## src/rtl/demux1x2_stream_if.sv

```systemverilog
// Stream bundle for the 1-to-2 demultiplexer: one producer-facing input
// stream plus two consumer-facing output channels.
interface demux1x2_stream_if #(
    parameter int unsigned WIDTH = 8
);
    logic             in_valid;
    logic             in_ready;
    logic [WIDTH-1:0] in_data;
    logic             in_sel;
    logic             alt;
    logic             out0_valid;
    logic             out0_ready;
    logic [WIDTH-1:0] out0_data;
    logic             out1_valid;
    logic             out1_ready;
    logic [WIDTH-1:0] out1_data;

    // Environment side: drives the producer stream and the consumer readies.
    modport master (
        output in_valid, in_data, in_sel, alt, out0_ready, out1_ready,
        input  in_ready, out0_valid, out0_data, out1_valid, out1_data
    );

    // Demultiplexer side.
    modport slave (
        input  in_valid, in_data, in_sel, alt, out0_ready, out1_ready,
        output in_ready, out0_valid, out0_data, out1_valid, out1_data
    );
endinterface

```

## src/rtl/demux1x2_stream.sv

```systemverilog
// Registered 1-to-2 stream demultiplexer. Each input word is steered either
// by in_sel or by an alternating pointer into a one-entry holding register
// per channel. Each channel counts delivered words with a wrapping counter.
module demux1x2_stream #(
    parameter int unsigned WIDTH = 8,
    parameter int unsigned CW    = 8
) (
    input  logic                clk,
    input  logic                rst,
    demux1x2_stream_if.slave    bus,
    output logic                ptr,
    output logic [CW-1:0]       count0,
    output logic [CW-1:0]       count1
);
    logic             v0_q, v0_d, v1_q, v1_d;
    logic [WIDTH-1:0] d0_q, d0_d, d1_q, d1_d;
    logic             ptr_q, ptr_d;
    logic [CW-1:0]    cnt0_q, cnt0_d, cnt1_q, cnt1_d;

    logic tgt, rdy, acc, load0, load1, hs0, hs1;

    // Target selection and input ready; ready only looks at the target channel.
    always_comb begin
        tgt   = bus.alt ? ptr_q : bus.in_sel;
        rdy   = tgt ? (~v1_q | bus.out1_ready) : (~v0_q | bus.out0_ready);
        acc   = bus.in_valid & rdy;
        load0 = acc & ~tgt;
        load1 = acc & tgt;
        hs0   = v0_q & bus.out0_ready;
        hs1   = v1_q & bus.out1_ready;
    end

    // Next-state: a load wins over a handshake so back-to-back words never bubble.
    always_comb begin
        v0_d   = v0_q;
        d0_d   = d0_q;
        v1_d   = v1_q;
        d1_d   = d1_q;
        ptr_d  = ptr_q;
        cnt0_d = cnt0_q;
        cnt1_d = cnt1_q;
        if (load0) begin
            v0_d = 1'b1;
            d0_d = bus.in_data;
        end else if (hs0) begin
            v0_d = 1'b0;
        end
        if (load1) begin
            v1_d = 1'b1;
            d1_d = bus.in_data;
        end else if (hs1) begin
            v1_d = 1'b0;
        end
        if (hs0) cnt0_d = cnt0_q + 1'b1;
        if (hs1) cnt1_d = cnt1_q + 1'b1;
        if (acc && bus.alt) ptr_d = ~ptr_q;
    end

    // State registers; reset discards any held words.
    always_ff @(posedge clk or posedge rst) begin
        if (rst) begin
            v0_q   <= 1'b0;
            d0_q   <= '0;
            v1_q   <= 1'b0;
            d1_q   <= '0;
            ptr_q  <= 1'b0;
            cnt0_q <= '0;
            cnt1_q <= '0;
        end else begin
            v0_q   <= v0_d;
            d0_q   <= d0_d;
            v1_q   <= v1_d;
            d1_q   <= d1_d;
            ptr_q  <= ptr_d;
            cnt0_q <= cnt0_d;
            cnt1_q <= cnt1_d;
        end
    end

    assign bus.in_ready   = rdy;
    assign bus.out0_valid = v0_q;
    assign bus.out0_data  = d0_q;
    assign bus.out1_valid = v1_q;
    assign bus.out1_data  = d1_q;
    assign ptr            = ptr_q;
    assign count0         = cnt0_q;
    assign count1         = cnt1_q;
endmodule
```

## src/flat_wrapper.sv

```systemverilog
// flat-port wrapper written by rule: the top's interface ports become plain ports
module demux1x2_stream_flat 
#(
    parameter int unsigned WIDTH = 8,
    parameter int unsigned CW    = 8
)
  (clk, rst, ptr, count0, count1, bus_in_valid, bus_in_data, bus_in_sel, bus_alt, bus_out0_ready, bus_out1_ready, bus_in_ready, bus_out0_valid, bus_out0_data, bus_out1_valid, bus_out1_data);
  demux1x2_stream_if #(.WIDTH(WIDTH)) bus_i ();
  input  logic clk;
  input  logic rst;
  output logic ptr;
  output logic [CW-1:0] count0;
  output logic [CW-1:0] count1;
  input wire logic [$bits(bus_i.in_valid)-1:0] bus_in_valid;
  input wire logic [$bits(bus_i.in_data)-1:0] bus_in_data;
  input wire logic [$bits(bus_i.in_sel)-1:0] bus_in_sel;
  input wire logic [$bits(bus_i.alt)-1:0] bus_alt;
  input wire logic [$bits(bus_i.out0_ready)-1:0] bus_out0_ready;
  input wire logic [$bits(bus_i.out1_ready)-1:0] bus_out1_ready;
  output wire logic [$bits(bus_i.in_ready)-1:0] bus_in_ready;
  output wire logic [$bits(bus_i.out0_valid)-1:0] bus_out0_valid;
  output wire logic [$bits(bus_i.out0_data)-1:0] bus_out0_data;
  output wire logic [$bits(bus_i.out1_valid)-1:0] bus_out1_valid;
  output wire logic [$bits(bus_i.out1_data)-1:0] bus_out1_data;
  assign bus_i.in_valid = bus_in_valid;
  assign bus_i.in_data = bus_in_data;
  assign bus_i.in_sel = bus_in_sel;
  assign bus_i.alt = bus_alt;
  assign bus_i.out0_ready = bus_out0_ready;
  assign bus_i.out1_ready = bus_out1_ready;
  assign bus_in_ready = bus_i.in_ready;
  assign bus_out0_valid = bus_i.out0_valid;
  assign bus_out0_data = bus_i.out0_data;
  assign bus_out1_valid = bus_i.out1_valid;
  assign bus_out1_data = bus_i.out1_data;
  demux1x2_stream #(.WIDTH(WIDTH), .CW(CW)) u_core (.clk(clk), .rst(rst), .bus(bus_i), .ptr(ptr), .count0(count0), .count1(count1));
endmodule
```

## config.mk

```make
export PLATFORM = sky130hd
export DESIGN_NAME = demux1x2_stream_flat
export DESIGN_NICKNAME = d
export VERILOG_FILES = /design/src/rtl/demux1x2_stream_if.sv /design/src/rtl/demux1x2_stream.sv /design/src/flat_wrapper.sv
export SDC_FILE = /design/constraint.sdc
export NUM_CORES = 1
export LEC_CHECK = 0
export CAP_MARGIN = 0
export CELL_PAD_IN_SITES_DETAIL_PLACEMENT = 1
export CELL_PAD_IN_SITES_GLOBAL_PLACEMENT = 2
export CORE_MARGIN = 2
export CORE_UTILIZATION = 27
export CTS_BUF_LIST = sky130_fd_sc_hd__clkbuf_8
export DETAILED_ROUTE_END_ITERATION = 7
export PLACE_DENSITY = 0.83
export REMOVE_ABC_BUFFERS = 1
export SYNTH_ARGS = -nofsm -noshare
export SYNTH_HDL_FRONTEND = slang
export SYNTH_SLANG_ARGS = --single-unit
```

## constraint.sdc

```tcl
create_clock -name clk -period 1.5 [get_ports clk]
set_clock_uncertainty 0.2 [all_clocks]
set_input_delay 0.225 -clock clk [delete_from_list [all_inputs] [get_ports clk]]
set_output_delay 0.225 -clock clk [all_outputs]
set_load 0.01 [all_outputs]
```

==> metrics.csv <==
metric;value;unit
run_status;complete, but fails checks;
failing_checks;negative setup slack;
number_of_buffers_created_by_cts;5;
synth.ff_latch_count;35;
worst_setup_path_end_kind;primary output;
cts_hold_repair.buffers;0;
insertedDiodeCount;0;
grt_first_pass_wirelength;6237;microns
most-common-layout-cells;sky130_fd_sc_hd__dlygate4sd2_1, sky130_fd_sc_hd__dfrtp_1, sky130_fd_sc_hd__buf_4, sky130_fd_sc_hd__xnor2_1, sky130_fd_sc_hd__clkdlybuf4s50_1;
arrival;1340;ps
die-height;77.86;microns
power_leakage;1.109;nW
design_power_total;3.573;mW
pre_cts_slack;-745.2;ps
place_hpwl;2642;microns
ys.warnings.count;0;
route.detailed.wl_per_inst;14.61;microns
fillers;568;
dieWidth;77.86;microns
p_per_area;1556;nW/um^2
hold_viol;0;
place_congestion;0.6831;
synthDominantAreaCellType;sky130_fd_sc_hd__dfrtp_1;
rsz_0062_raised_after_global_routing;yes;
first_pass_iters;3;
synth_top_cells_by_area;sky130_fd_sc_hd__dfrtp_1, sky130_fd_sc_hd__mux2_2, sky130_fd_sc_hd__xnor2_1;
grt_antenna_before_repair;0;
post-synth-top-area-fraction;59.47;%
first_global_vias;1226;
timing_worst_slew_pin_value;435.4;ps
post_detailed_route_drc_marker_count;0;
r2r_cells;4;
timing.hold.worst.class;primary input to async pin;
irDropWorstVdd;0.7297;mV
timing.critical_path.cells;mux2i_2 -> mux2_4 -> buf_6;
final_max_slew_viol_count;0;
pin_count;51;
setup_violations;17;
cts_max_level;2;
synth_cell_types;17;
post-route-min-period;1761;ps
crit_slowest_cell;sky130_fd_sc_hd__dfrtp_1;
critical_path.max_fanout;2;
synthCells;100;
drt-initial-drc-count;33;
max_slew_headroom;70.89;%
grt_usage;13.22;%
grtUsageMet2;22.16;%
floorplan.rows;26;
tritoncts_num_sinks;35;
fp.coreArea;5172;sq um
clock_latency;280;ps
cp_slowest_stage_delay;390;ps
synth_area;1473;sq um
worstSetupPathType;flop to primary output;
area_growth;55.90;%
drive_above_1_share;31.64;%
fmax;567.8;MHz
dp_cells;234;
critical_path_startpoint_category;flop;
max_cap_viol_count;0;
ctsLongestPathBuffers;2;
design.die.area;6061;sq um
area_occupied_by_multi_input_gates;641.9;sq um
final_period_util;117.4;%
postLayoutSetupSlackWorst;-261.2;ps
clk_pin_slew_worst_paths;70;ps
tritoncts;yes;
layout.nets;194;
number_of_i_o_port_buffers;50;
final_cell_count_no_fill;247;
floorplan.initialDensity;28.47;%
postRouteAntennaNets;0;
setup.reg_to_reg.worst_slack;-130;ps
ff_latch_area;878.3;sq um
critical_path_required;1070;ps
via_count;1102;
pin_count_of_the_biggest_net_entering_global_routing;36;
grt_util_met1;15.40;%
post_drt_via_cell_ratio;4.462;
globalRoute.totalOverflow;0;
synth_sequential_area_ratio;59.47;%
routed_wl;3609;microns
syn_area_per_cell;14.73;sq um
clock_tree.root_cell;sky130_fd_sc_hd__clkbuf_8;
grt_util_met3;5.930;%
globalRoute.busiestLayer;met2;
synthesized netlist by cell type:
library cell,instances
sky130_fd_sc_hd__dfrtp_1,35
sky130_fd_sc_hd__xnor2_1,14
sky130_fd_sc_hd__mux2_2,11
sky130_fd_sc_hd__mux2_4,8
sky130_fd_sc_hd__nand2_1,6
sky130_fd_sc_hd__nand4_1,6
sky130_fd_sc_hd__and3_1,4
sky130_fd_sc_hd__nand3_1,4
sky130_fd_sc_hd__and4_1,2
sky130_fd_sc_hd__ha_1,2
sky130_fd_sc_hd__nand2b_1,2
sky130_fd_sc_hd__a31oi_1,1
sky130_fd_sc_hd__a41oi_1,1
sky130_fd_sc_hd__inv_1,1
sky130_fd_sc_hd__mux2i_2,1
sky130_fd_sc_hd__nand3_4,1
sky130_fd_sc_hd__nand3b_4,1
metrics by stage:
stage	TNS, ps	utilization (%)	hold slack, ps	area (sq um)
2_1_floorplan	-684.4	-	155.4	1473
3_3_place_gp	-9563	42.11	258.9	2178
3_5_place_dp	-10540	42.11	278.5	2178
4_1_cts	-1340	44.58	97.71	2306
5_1_grt	-2771	44.39	118.8	2296
6_report	-1411	44.39	91.59	2296
registers in the layout, indices dropped and copies added, names as in the netlist:
signal                 count
u_core.ptr                 1
u_core.bus.out0_data       8
u_core.bus.out1_valid      1
u_core.count0              8
u_core.bus.out0_valid      1
u_core.bus.out1_data       8
u_core.count1              8
worst max-delay path, delay by kind of cell (launching register included):
kind / cells / cell delay, ps
buf+inv: 1 / 120
flops: 1 / 390
mux: 2 / 540
routing by layer:
| layer | share of wire [%] | wire length [microns] |
|---|---|---|
| met1 | 41 | 1473 |
| met2 | 50 | 1800 |
| met3 | 8.4 | 302 |
| met4 | 0.91 | 33 |
| met5 | 0 | 0 |
power by group:
part           leakage, nW  internal [mW]  switching, mW
combinational        0.634          0.804          0.612
sequential           0.428           1.25          0.217
clock               0.0470          0.360          0.327
kinds of logic after synthesis:
group	after synthesis	synth area share, %
xor gates and xnor gates	14	8.326
muxes	20	17.50
AOI/OAI and AO/OA	2	1.020
buffers and inverters	1	0.2546
and+or+nand+nor	26	11.73
adders and majority gates	2	1.699
DFF	35	59.47
path summary, 6_finish.rpt:
| check | from | end |
|---|---|---|
| min | rst | u_core.count1[3]$_DFFE_PP0P_ |
| max reg2reg | u_core.ptr$_DFFE_PP0P_ | u_core.bus.out1_data[4]$_DFFE_PP0P_ |
| max in group asynchronous | rst | u_core.count1[1]$_DFFE_PP0P_ |
| min reg2reg | u_core.count1[7]$_DFFE_PP0P_ | u_core.count1[7]$_DFFE_PP0P_ |
| min in group clk | u_core.count1[7]$_DFFE_PP0P_ | u_core.count1[7]$_DFFE_PP0P_ |
| max | u_core.ptr$_DFFE_PP0P_ | bus_in_ready |
timing repair:
| item | CTS | global route |
|---|---|---|
| buffers inserted | 3 | 1 |
| cloned | 2 | 0 |
| gates resized for setup | 53 | 3 |
| endpoints found under the hold margin | 0 | 0 |
| setup endpoints to repair | 52 | 20 |
area by class of cell:
| type | count | area share [%] |
|---|---|---|
| multi-input combinational | 66 | 27.96 |
| timing repair buffer | 68 | 25.99 |
| sequential | 35 | 38.26 |
| clock buffer | 6 | 3.597 |
| tap | 70 | 3.815 |
| inverter | 1 | 0.1635 |
| clock inverter | 1 | 0.2180 |
(Power assumes the default switching activity.)
